==> config.mk <==
export PLATFORM = sky130hd
export DESIGN_NAME = memory_stage
export DESIGN_NICKNAME = d
export VERILOG_FILES = /design/src/rtl/memory_stage.sv
export SDC_FILE = /design/constraint.sdc
export NUM_CORES = 1
export LEC_CHECK = 0
export BUFFER_PORTS_ARGS = -buffer_cell sky130_fd_sc_hd__buf_2
export CAP_MARGIN = 20
export CORE_ASPECT_RATIO = 0.5
export CORE_MARGIN = 4
export CORE_UTILIZATION = 30
export DETAILED_ROUTE_END_ITERATION = 10
export MAX_ROUTING_LAYER = met4
export SETUP_SLACK_MARGIN = 0.15
export SLEW_MARGIN = 20
export SYNTH_ARGS = -nofsm -noshare
export SYNTH_HDL_FRONTEND = slang
export SYNTH_SLANG_ARGS = --single-unit
==> constraint.sdc <==
create_clock -name i_clk -period 2.4 [get_ports i_clk]
set_input_delay 0.48 -clock i_clk [delete_from_list [all_inputs] [get_ports i_clk]]
set_output_delay 0.48 -clock i_clk [all_outputs]
set_load 0.05 [all_outputs]
==> src/rtl/memory_stage.sv <==
// memory_stage: MEM pipeline stage. Runs one load/store per instruction on a
// single-outstanding data bus, passes non-memory results through, and holds
// the writeback value until the WB stage accepts it.

package memory_stage_pkg;

  // Pipeline control word carried alongside each instruction.
  typedef struct packed {
    logic       mem;         // instruction accesses data memory
    logic       iop;         // 1 = store, 0 = load
    logic [2:0] fcs_opcode;  // access size / signedness (funct3)
    logic [4:0] rd_addr;     // destination register
    logic       reg_write;   // writes the register file
  } control_s;

  function automatic control_s control_s_default();
    control_s c;
    c = '0;
    return c;
  endfunction

endpackage

module memory_stage
  import memory_stage_pkg::*;
#(
  parameter int XLEN           = 32,
  parameter int TIMEOUT_CYCLES = 255
) (
  input  logic            i_clk,
  input  logic            i_reset_n,
  input  logic            i_valid,
  output logic            o_ready,
  input  control_s        i_control_signal,
  input  logic [XLEN-1:0] i_rd_output,
  input  logic [XLEN-1:0] i_rs2,
  output logic            o_mem_req,
  output logic            o_mem_we,
  output logic [XLEN-1:0] o_mem_addr,
  output logic [XLEN-1:0] o_mem_wdata,
  output logic [3:0]      o_mem_be,
  input  logic            i_mem_ack,
  input  logic [XLEN-1:0] i_mem_rdata,
  output logic            o_valid,
  input  logic            i_wb_ready,
  output control_s        o_control_signal,
  output logic [XLEN-1:0] o_rd_data,
  output logic            o_fault
);

  localparam int CNT_W = (TIMEOUT_CYCLES < 2) ? 1 : $clog2(TIMEOUT_CYCLES);
  localparam logic [CNT_W-1:0] CNT_LAST = CNT_W'(TIMEOUT_CYCLES - 1);

  typedef enum logic [1:0] {
    MEM_IDLE,
    MEM_ACCESS,
    MEM_RESP
  } state_e;

  state_e          state;
  logic            ready_q;
  logic [CNT_W-1:0] cnt;
  logic [1:0]      addr_lo_q;

  logic            req_bad;
  logic [3:0]      req_be;
  logic [XLEN-1:0] req_wdata;
  logic [XLEN-1:0] load_value;

  // The stage is idle-ready only once out of reset; ready_q tracks MEM_IDLE
  // as a registered copy so o_ready is forced low while reset is held.
  assign o_ready   = ready_q;
  assign o_mem_req = (state == MEM_ACCESS);
  assign o_valid   = (state == MEM_RESP);

  // Decode legality, byte enables and lane-replicated store data for the
  // instruction offered by execute.
  always_comb begin
    logic [2:0] op;
    logic [1:0] lo;
    logic       illegal;
    logic       misaligned;
    // NOTE: every signal driven here gets a default first, so no path can
    // leave it unassigned and infer a latch.
    op         = i_control_signal.fcs_opcode;
    lo         = i_rd_output[1:0];
    illegal    = 1'b0;
    misaligned = 1'b0;
    req_be     = 4'b1111;
    req_wdata  = i_rs2;

    if (i_control_signal.iop) begin
      illegal = !(op inside {3'b000, 3'b001, 3'b010});
    end else begin
      illegal = (op inside {3'b011, 3'b110, 3'b111});
    end

    misaligned = ((op[1:0] == 2'b01) && lo[0]) ||
                 ((op[1:0] == 2'b10) && (lo != 2'b00));
    req_bad    = illegal || misaligned;

    if (i_control_signal.iop) begin
      case (op[1:0])
        2'b00: begin
          req_be    = 4'b0001 << lo;
          req_wdata = {4{i_rs2[7:0]}};
        end
        2'b01: begin
          req_be    = 4'b0011 << lo;
          req_wdata = {2{i_rs2[15:0]}};
        end
        default: begin
          req_be    = 4'b1111;
          req_wdata = i_rs2;
        end
      endcase
    end
  end

  // Align the returned word to the accessed byte and extend to XLEN.
  always_comb begin
    logic [XLEN-1:0] shifted;
    shifted    = i_mem_rdata >> {addr_lo_q, 3'b000};
    load_value = shifted;
    case (o_control_signal.fcs_opcode)
      3'b000:  load_value = {{24{shifted[7]}}, shifted[7:0]};
      3'b001:  load_value = {{16{shifted[15]}}, shifted[15:0]};
      3'b100:  load_value = {24'd0, shifted[7:0]};
      3'b101:  load_value = {16'd0, shifted[15:0]};
      default: load_value = shifted;
    endcase
  end

  // Stage FSM: accept, bus access with timeout, and held response.
  always_ff @(posedge i_clk or negedge i_reset_n) begin
    // NOTE: every output register is cleared here so an access aborted by
    // reset leaves nothing behind on the bus or towards WB.
    if (!i_reset_n) begin
      state            <= MEM_IDLE;
      ready_q          <= 1'b0;
      cnt              <= '0;
      addr_lo_q        <= 2'b00;
      o_control_signal <= control_s_default();
      o_mem_we         <= 1'b0;
      o_mem_addr       <= '0;
      o_mem_wdata      <= '0;
      o_mem_be         <= 4'b0000;
      o_rd_data        <= '0;
      o_fault          <= 1'b0;
    end else begin
      // NOTE: non-blocking assignments throughout, so every register sees
      // the pre-edge values of the others regardless of statement order.
      case (state)
        MEM_IDLE: begin
          ready_q <= 1'b1;
          if (i_valid && ready_q) begin
            ready_q          <= 1'b0;
            o_control_signal <= i_control_signal;
            addr_lo_q        <= i_rd_output[1:0];
            if (!i_control_signal.mem) begin
              state     <= MEM_RESP;
              o_rd_data <= i_rd_output;
              o_fault   <= 1'b0;
            end else if (req_bad) begin
              state     <= MEM_RESP;
              o_rd_data <= '0;
              o_fault   <= 1'b1;
            end else begin
              state       <= MEM_ACCESS;
              cnt         <= '0;
              o_fault     <= 1'b0;
              o_mem_we    <= i_control_signal.iop;
              o_mem_addr  <= {i_rd_output[XLEN-1:2], 2'b00};
              o_mem_be    <= req_be;
              o_mem_wdata <= req_wdata;
            end
          end
        end

        MEM_ACCESS: begin
          if (i_mem_ack || (cnt == CNT_LAST)) begin
            // An ack on the timeout edge takes priority over the fault.
            state       <= MEM_RESP;
            o_fault     <= !i_mem_ack;
            o_rd_data   <= (i_mem_ack && !o_control_signal.iop) ? load_value : '0;
            o_mem_we    <= 1'b0;
            o_mem_addr  <= '0;
            o_mem_be    <= 4'b0000;
            o_mem_wdata <= '0;
          end else begin
            cnt <= cnt + 1'b1;
          end
        end

        MEM_RESP: begin
          if (i_wb_ready) begin
            state   <= MEM_IDLE;
            ready_q <= 1'b1;
            o_fault <= 1'b0;
          end
        end

        default: begin
          state   <= MEM_IDLE;
          ready_q <= 1'b0;
        end
      endcase
    end
  end

endmodule

* Yosys cells after proc, flatten, opt, wreduce, memory -nomap -nowiden
Cells that the tools add are included.
** Word-level totals
- Bits in registers :: 126
- Logic and storage cells :: 117
** Cells by class
- $add $sub $neg :: 1
- Eq/ne operators :: 20
- Shifts and indexed selects :: 3
- Multiplexer cells :: 51
- Bitwise gates (word level) :: 1
- Reduce and logical (&&, ||, !) cells :: 26
** Operators by type and width (count)
- $mux W32 :: 13
- $pmux W32 S2 :: 4
- $pmux W32 S4 :: 1
- $mux W8 :: 4
- $shr A32 B5 Y32 :: 1
- $mux W4 :: 5
- $pmux W4 S2 :: 2
- $pmux W8 S2 :: 1
- $eq A3 B3 Y1 const B :: 4
- $mux W1 :: 12
- $mux W2 :: 5
- $reduce_and A5 Y1 :: 2
- $reduce_bool A3 Y1 :: 3
- $add A8 B1 Y8 const B :: 1
- $eq A8 B8 Y1 const B :: 1
- $ne A2 B2 Y1 const B :: 4
- $reduce_and A4 Y1 :: 2
- $eq A3 B1 Y1 const B :: 2
- $eq A3 B2 Y1 const B :: 2
- $logic_not A3 Y1 :: 2
- $pmux W1 S3 :: 2
- $pmux W2 S3 :: 1
- $eq A2 B1 Y1 const B :: 2
- $eq A2 B2 Y1 const B :: 2
- 13 further kinds :: 24

* Logic depth before layout (Yosys ltp)
- Word-level depth :: 9
- Gate-level depth with buffers :: 10
- Gate-level depth less buffers :: 6

* Least setup slack after synthesis
OpenSTA, ideal clock, no wires.
- Path type :: register to register
- Start point :: register state[1]
- End point :: register o_rd_data[31]
- Library setup time :: 0.128 ns
- Arrival :: 2.365 ns
- Required time :: 2.272 ns
- Path slack :: -0.092 ns
- Stages on the path, launching flop included :: 9
- Period minus slack after synthesis :: 2.492 ns
- Cells stage by stage :: dfrtp_1 -> inv_1 -> ha_1 -> buf_2 -> nor2b_1 -> o21a_1 -> nand3b_4 -> buf_2 -> mux2_1
** On the way
- Word-level cells in the longest chain between the ends :: 3
- Elaborated cells between the ends (all ways) :: 8
- Classes of those cells :: 4 x eq/ne; 1 x mux; 3 x reduce/logical
** RTL lines
- start, declared :: RTL line 60 : state_e state;
- start signal, assigned :: RTL line 139 : state <= MEM_IDLE;
- start signal, assigned :: RTL line 161 : state <= MEM_RESP;
- start signal, assigned :: RTL line 165 : state <= MEM_RESP;
- $eq A2 B1 Y1 *
- net o_mem_req :: RTL line 37 : output logic o_mem_req,
- $ne A2 B1 Y1 (no source line) / $reduce_bool A2 Y1 (equally long branches)
- $reduce_and A4 Y1 (no source line)
- end signal, assigned :: RTL line 162 : o_rd_data <= i_rd_output;
- end signal, assigned :: RTL line 185 : o_rd_data <= (i_mem_ack && !o_control_signal.iop) ? load_value : '0;
- end, declared :: RTL line 47 : output logic [XLEN-1:0] o_rd_data,
The timed path passes the listed nets; every way through them passes the cells marked *.
A chain may end at the register's enable or synchronous reset.

* Worst setup path after layout
- Start point :: register state[0]
- End point :: register o_mem_addr[31]
** On the way
- Word-level cells in the longest chain between the ends :: 3
- Elaborated cells between the ends (all ways) :: 9
- Classes of those cells :: 5 x eq/ne; 1 x mux; 3 x reduce/logical
** RTL lines
- $eq A2 B1 Y1 / $logic_not A2 Y1 (equally long branches) :: RTL line 153 : case (state)
- $ne A2 B1 Y1 (no source line) (tied with other cells)
- $reduce_and A5 Y1 (no source line)
- end signal, assigned :: RTL line 173 : o_mem_addr <= {i_rd_output[XLEN-1:2], 2'b00};
- end, declared :: RTL line 39 : output logic [XLEN-1:0] o_mem_addr,
Several ways; a longest one is shown, not always the timed one.

==> flow_summary.json <==
{
  "fin_worst_skew_ns": 0.0143,
  "clk_pin_slew_ns": 0.06,
  "finalSetupTns_ns": 0,
  "intPower_w": 0.00732,
  "setup_slack_ns": 0.221,
  "period_share_pct": 90.8,
  "power_density_mw_per_mm2": 1560,
  "via_per_inst": 4.96,
  "cp-start-kind": "flop",
  "cp_slowest_stage_delay_ns": 0.43,
  "die_x_um": 224,
  "hold_class": "input port to async pin",
  "wirelength_um": 23300,
  "worst_pin_slew_ns": 1.02,
  "finalHoldViolations": 0,
  "power_frac_clock_pct": 19.8,
  "drv_cap": 0,
  "cp_slowest_cell": "dfrtp_1",
  "cp_top_family": "buffers and inverters",
  "dr.pass1.iters": 5,
  "grt_pass1_vias": 6041,
  "clk_path_buf_depth": 2,
  "final_area_mm2": 0.00916,
  "power.switching_w": 0.00696,
  "postRouteAntennaNets": 0,
  "fillers": 2249,
  "initial_utilization_pct": 30.5,
  "slew_viol_final": 0,
  "port_buffers": 225,
  "cts_root_buffer": "clkbuf_16",
  "htreeDepth": 4,
  "netlist_instances": 622,
  "grt_usage_pct": 17.9,
  "worstPathCellList": "inv_1, ha_2, and3_1, o211ai_2, a21oi_4, buf_4, buf_12, mux2_2",
  "crit_fanout": 31,
  "gp_congestion": 0.843,
  "wire_per_inst_um": 19.9,
  "synth_ff_type": "dfrtp_1",
  "rows": 39,
  "hold_ws_ns": 0.00146,
  "hpwlAfterDp_um": 17200,
  "relSlewSlack_pct": 31.7,
  "period_needed_ns": 2.18,
  "grt.busiest_layer": "met2",
  "met2_usage_pct": 29.6,
  "core_mm2": 0.0228,
  "setup_viol": 0,
  "grtUsageMet3_pct": 3.85,
  "instances_no_fill": 1170,
  "nets": 964,
  "path_buf_inv": 3,
  "yosys_warnings": 0,
  "crit_path_end_kind": "flop",
  "die_area_mm2": 0.0259,
  "numCtsBuffers": 17,
  "drive_above_1_share_pct": 45.8,
  "swShare_pct": 48.7,
  "netlist_area_mm2": 0.00697,
  "ys_async_sr_fraction_pct": 100,
  "grt_pass1_wl_um": 35000,
  "num_vias": 5800,
  "status": "finished, final reports clean",
  "ios": 228,
  "grt_use_met1_pct": 22.0,
  "ys_seq_elements": 124,
  "rsz0062_at_grt": "yes",
  "clk_latency_ns": 0.43,
  "synth-edff-count": 0,
  "ir_drop_uv": 674,
  "pre_cts_ws_ns": 0.156,
  "drc": 0,
  "p_comb_share_pct": 54.7,
  "cp.arrival_ns": 2.49,
  "global_route.overflow_total": 0,
  "p_leak_nw": 4.35,
  "antenna_found_initial": 3,
  "path_class": "flop to flop",
  "dp.cells": 1130,
  "fmax_mhz": 459,
  "cts_tree": "yes",
  "cts.sinks": 124,
  "ys_types": 52,
  "ys_seq_area_share_pct": 44.5,
  "grt_max_degree": 61,
  "avgSynthCellArea_um2": 11.2,
  "first_iter_violations": 417,
  "required_ns": 2.71,
  "die_y_um": 116,
  "area_growth_pct": 31.4,
  "dpl_cell_area_mm2": 0.00843,
  "p_seq_share_pct": 25.5
}
[cell families (layout without fill, tap and decap cells)]
family                   Yosys count  after routing  synth area share [%]
AO/OA/AOI/OAI                    121            121                  13.4
flip-flops                       124            124                  44.5
adder cells (fa/ha/maj)            6              6                  1.08
AND/OR/NAND/NOR                  149            149                  11.2
buffers and inverters             80            316                  5.81
other                              1              6                0.0538
multiplexers                     141            141                  24.0
[worst register-to-register path: cells and delay by family (launching register included)]
family	cells	cell delay (ns)
buffers and inverters	3	0.52
adder cells (fa/ha/maj)	1	0.22
flip-flops	1	0.43
multiplexers	1	0.39
AO/OA/AOI/OAI	2	0.30
AND/OR/NAND/NOR	1	0.22
[registers in the layout, summed over array words and instances, names as in the netlist]
name              cells
cnt                   8
addr_lo_q             2
o_fault               1
o_control_signal     11
o_mem_addr           30
state                 2
o_mem_wdata          32
o_ready               1
o_rd_data            32
o_mem_we              1
o_mem_be              4
[path summary, 6_finish.rpt]
| check | to | startpoint | depth (start not counted) | slack, ns |
|---|---|---|---|---|
| hold reg to reg | o_control_signal[10] | o_control_signal[10] | 2 | 0.49 |
| min in group i_clk | o_control_signal[2] | i_control_signal[2] | 2 | 0.29 |
| setup reg to reg | o_mem_addr[31] | state[0] | 8 | 0.22 |
| setup / recovery | o_mem_addr[31] | state[0] | 8 | 0.22 |
| hold / removal | o_mem_addr[20] | i_reset_n | 1 | 0.001 |
| max in group asynchronous | o_mem_wdata[16] | i_reset_n | 2 | 1.70 |
[metrics by stage]
step                      util, %  power, W
after CTS                    39.7    0.0143
after floorplan                 -   0.00948
after global placement       36.9    0.0113
after detailed placement     36.9    0.0114
final                        40.1    0.0143
after global routing         40.1    0.0150
[placed cells by master (no fill, tap or decap), types with 3 or more instances in the layout]
master and instances:
mux2_2 68, nor2_1 14, mux2_4 29, dfrtp_1 124, o21ai_0 13, clkbuf_16 19, buf_6 3, nand2_1 56
a211o_1 8, inv_1 31, nor2b_1 48, bufinv_16 5, buf_4 21, diode_2 4, a211oi_1 9, ha_1 4
nand2b_1 4, mux2i_1 37, o221ai_1 25, o211ai_1 14, nand3_1 7, a32o_1 7, mux2_1 5, clkbuf_1 4
buf_2 223, a32oi_1 8, nor4_1 3, a21oi_1 21
[power groups by stage]
| stage | combinational [W] | clock (W) | sequential [W] |
|---|---|---|---|
| floorplan | 0.00282 | 0 | 0.00667 |
| global placement | 0.00771 | 0 | 0.00364 |
| detailed placement | 0.00777 | 0 | 0.00366 |
| CTS | 0.00778 | 0.00287 | 0.00365 |
| global route | 0.00824 | 0.00297 | 0.00377 |
| finish | 0.00781 | 0.00282 | 0.00364 |
[cell usage after synthesis, types with 2 or more instances]
cell | n | share of area [%]
a32oi_1 | 8 | 1.0
inv_1 | 31 | 1.7
clkbuf_1 | 17 | 0.91
nor2b_1 | 50 | 4.5
buf_1 | 5 | 0.27
a32o_1 | 7 | 1.0
a211o_1 | 8 | 1.0
mux2_4 | 29 | 6.2
mux2_2 | 68 | 11
mux4_2 | 2 | 0.65
nor4_1 | 3 | 0.27
buf_12 | 3 | 0.86
a21o_1 | 2 | 0.22
mux2_1 | 5 | 0.81
nor2_1 | 15 | 0.81
a211oi_1 | 9 | 0.97
nand2b_1 | 4 | 0.36
o221ai_1 | 25 | 3.1
dfrtp_1 | 124 | 44
ha_1 | 6 | 1.1
a22oi_1 | 2 | 0.22
nand2_1 | 56 | 3.0
or2_2 | 2 | 0.18
buf_4 | 8 | 0.86
o21ai_0 | 13 | 0.93
nand3_1 | 7 | 0.50
mux2i_1 | 37 | 5.3
o21a_1 | 2 | 0.22
buf_2 | 15 | 1.1
nand3b_1 | 2 | 0.22
a21oi_1 | 21 | 1.5
and3_1 | 2 | 0.18
o211ai_1 | 14 | 1.5
nor3_1 | 2 | 0.14
[layer usage]
layer,wire length [um],part of all wire (%)
met5,0,0
met4,390,1.7
met3,931,4.0
met2,11800,51
met1,10200,44
[final cells by class]
cell class / instances / area [um^2] / share of cell area [%]
Clock buffer: 21 / 440 / 4.81
Multi-Input combinational cell: 419 / 3490 / 38.1
Tap cell: 307 / 384 / 4.19
Timing Repair Buffer: 253 / 1420 / 15.5
Antenna cell: 4 / 10.0 / 0.109
Clock inverter: 11 / 193 / 2.10
Inverter: 31 / 116 / 1.27
Sequential cell: 124 / 3100 / 33.9
[repair_timing]
action	4_1_cts	5_1_grt
hold buffers	0	0
gates resized for setup	1	9
endpoints found under the setup margin	1	43
cloned	0	2
buffers inserted	0	2
pin swaps	0	2
Note: power is estimated with default switching activity, not from simulation.
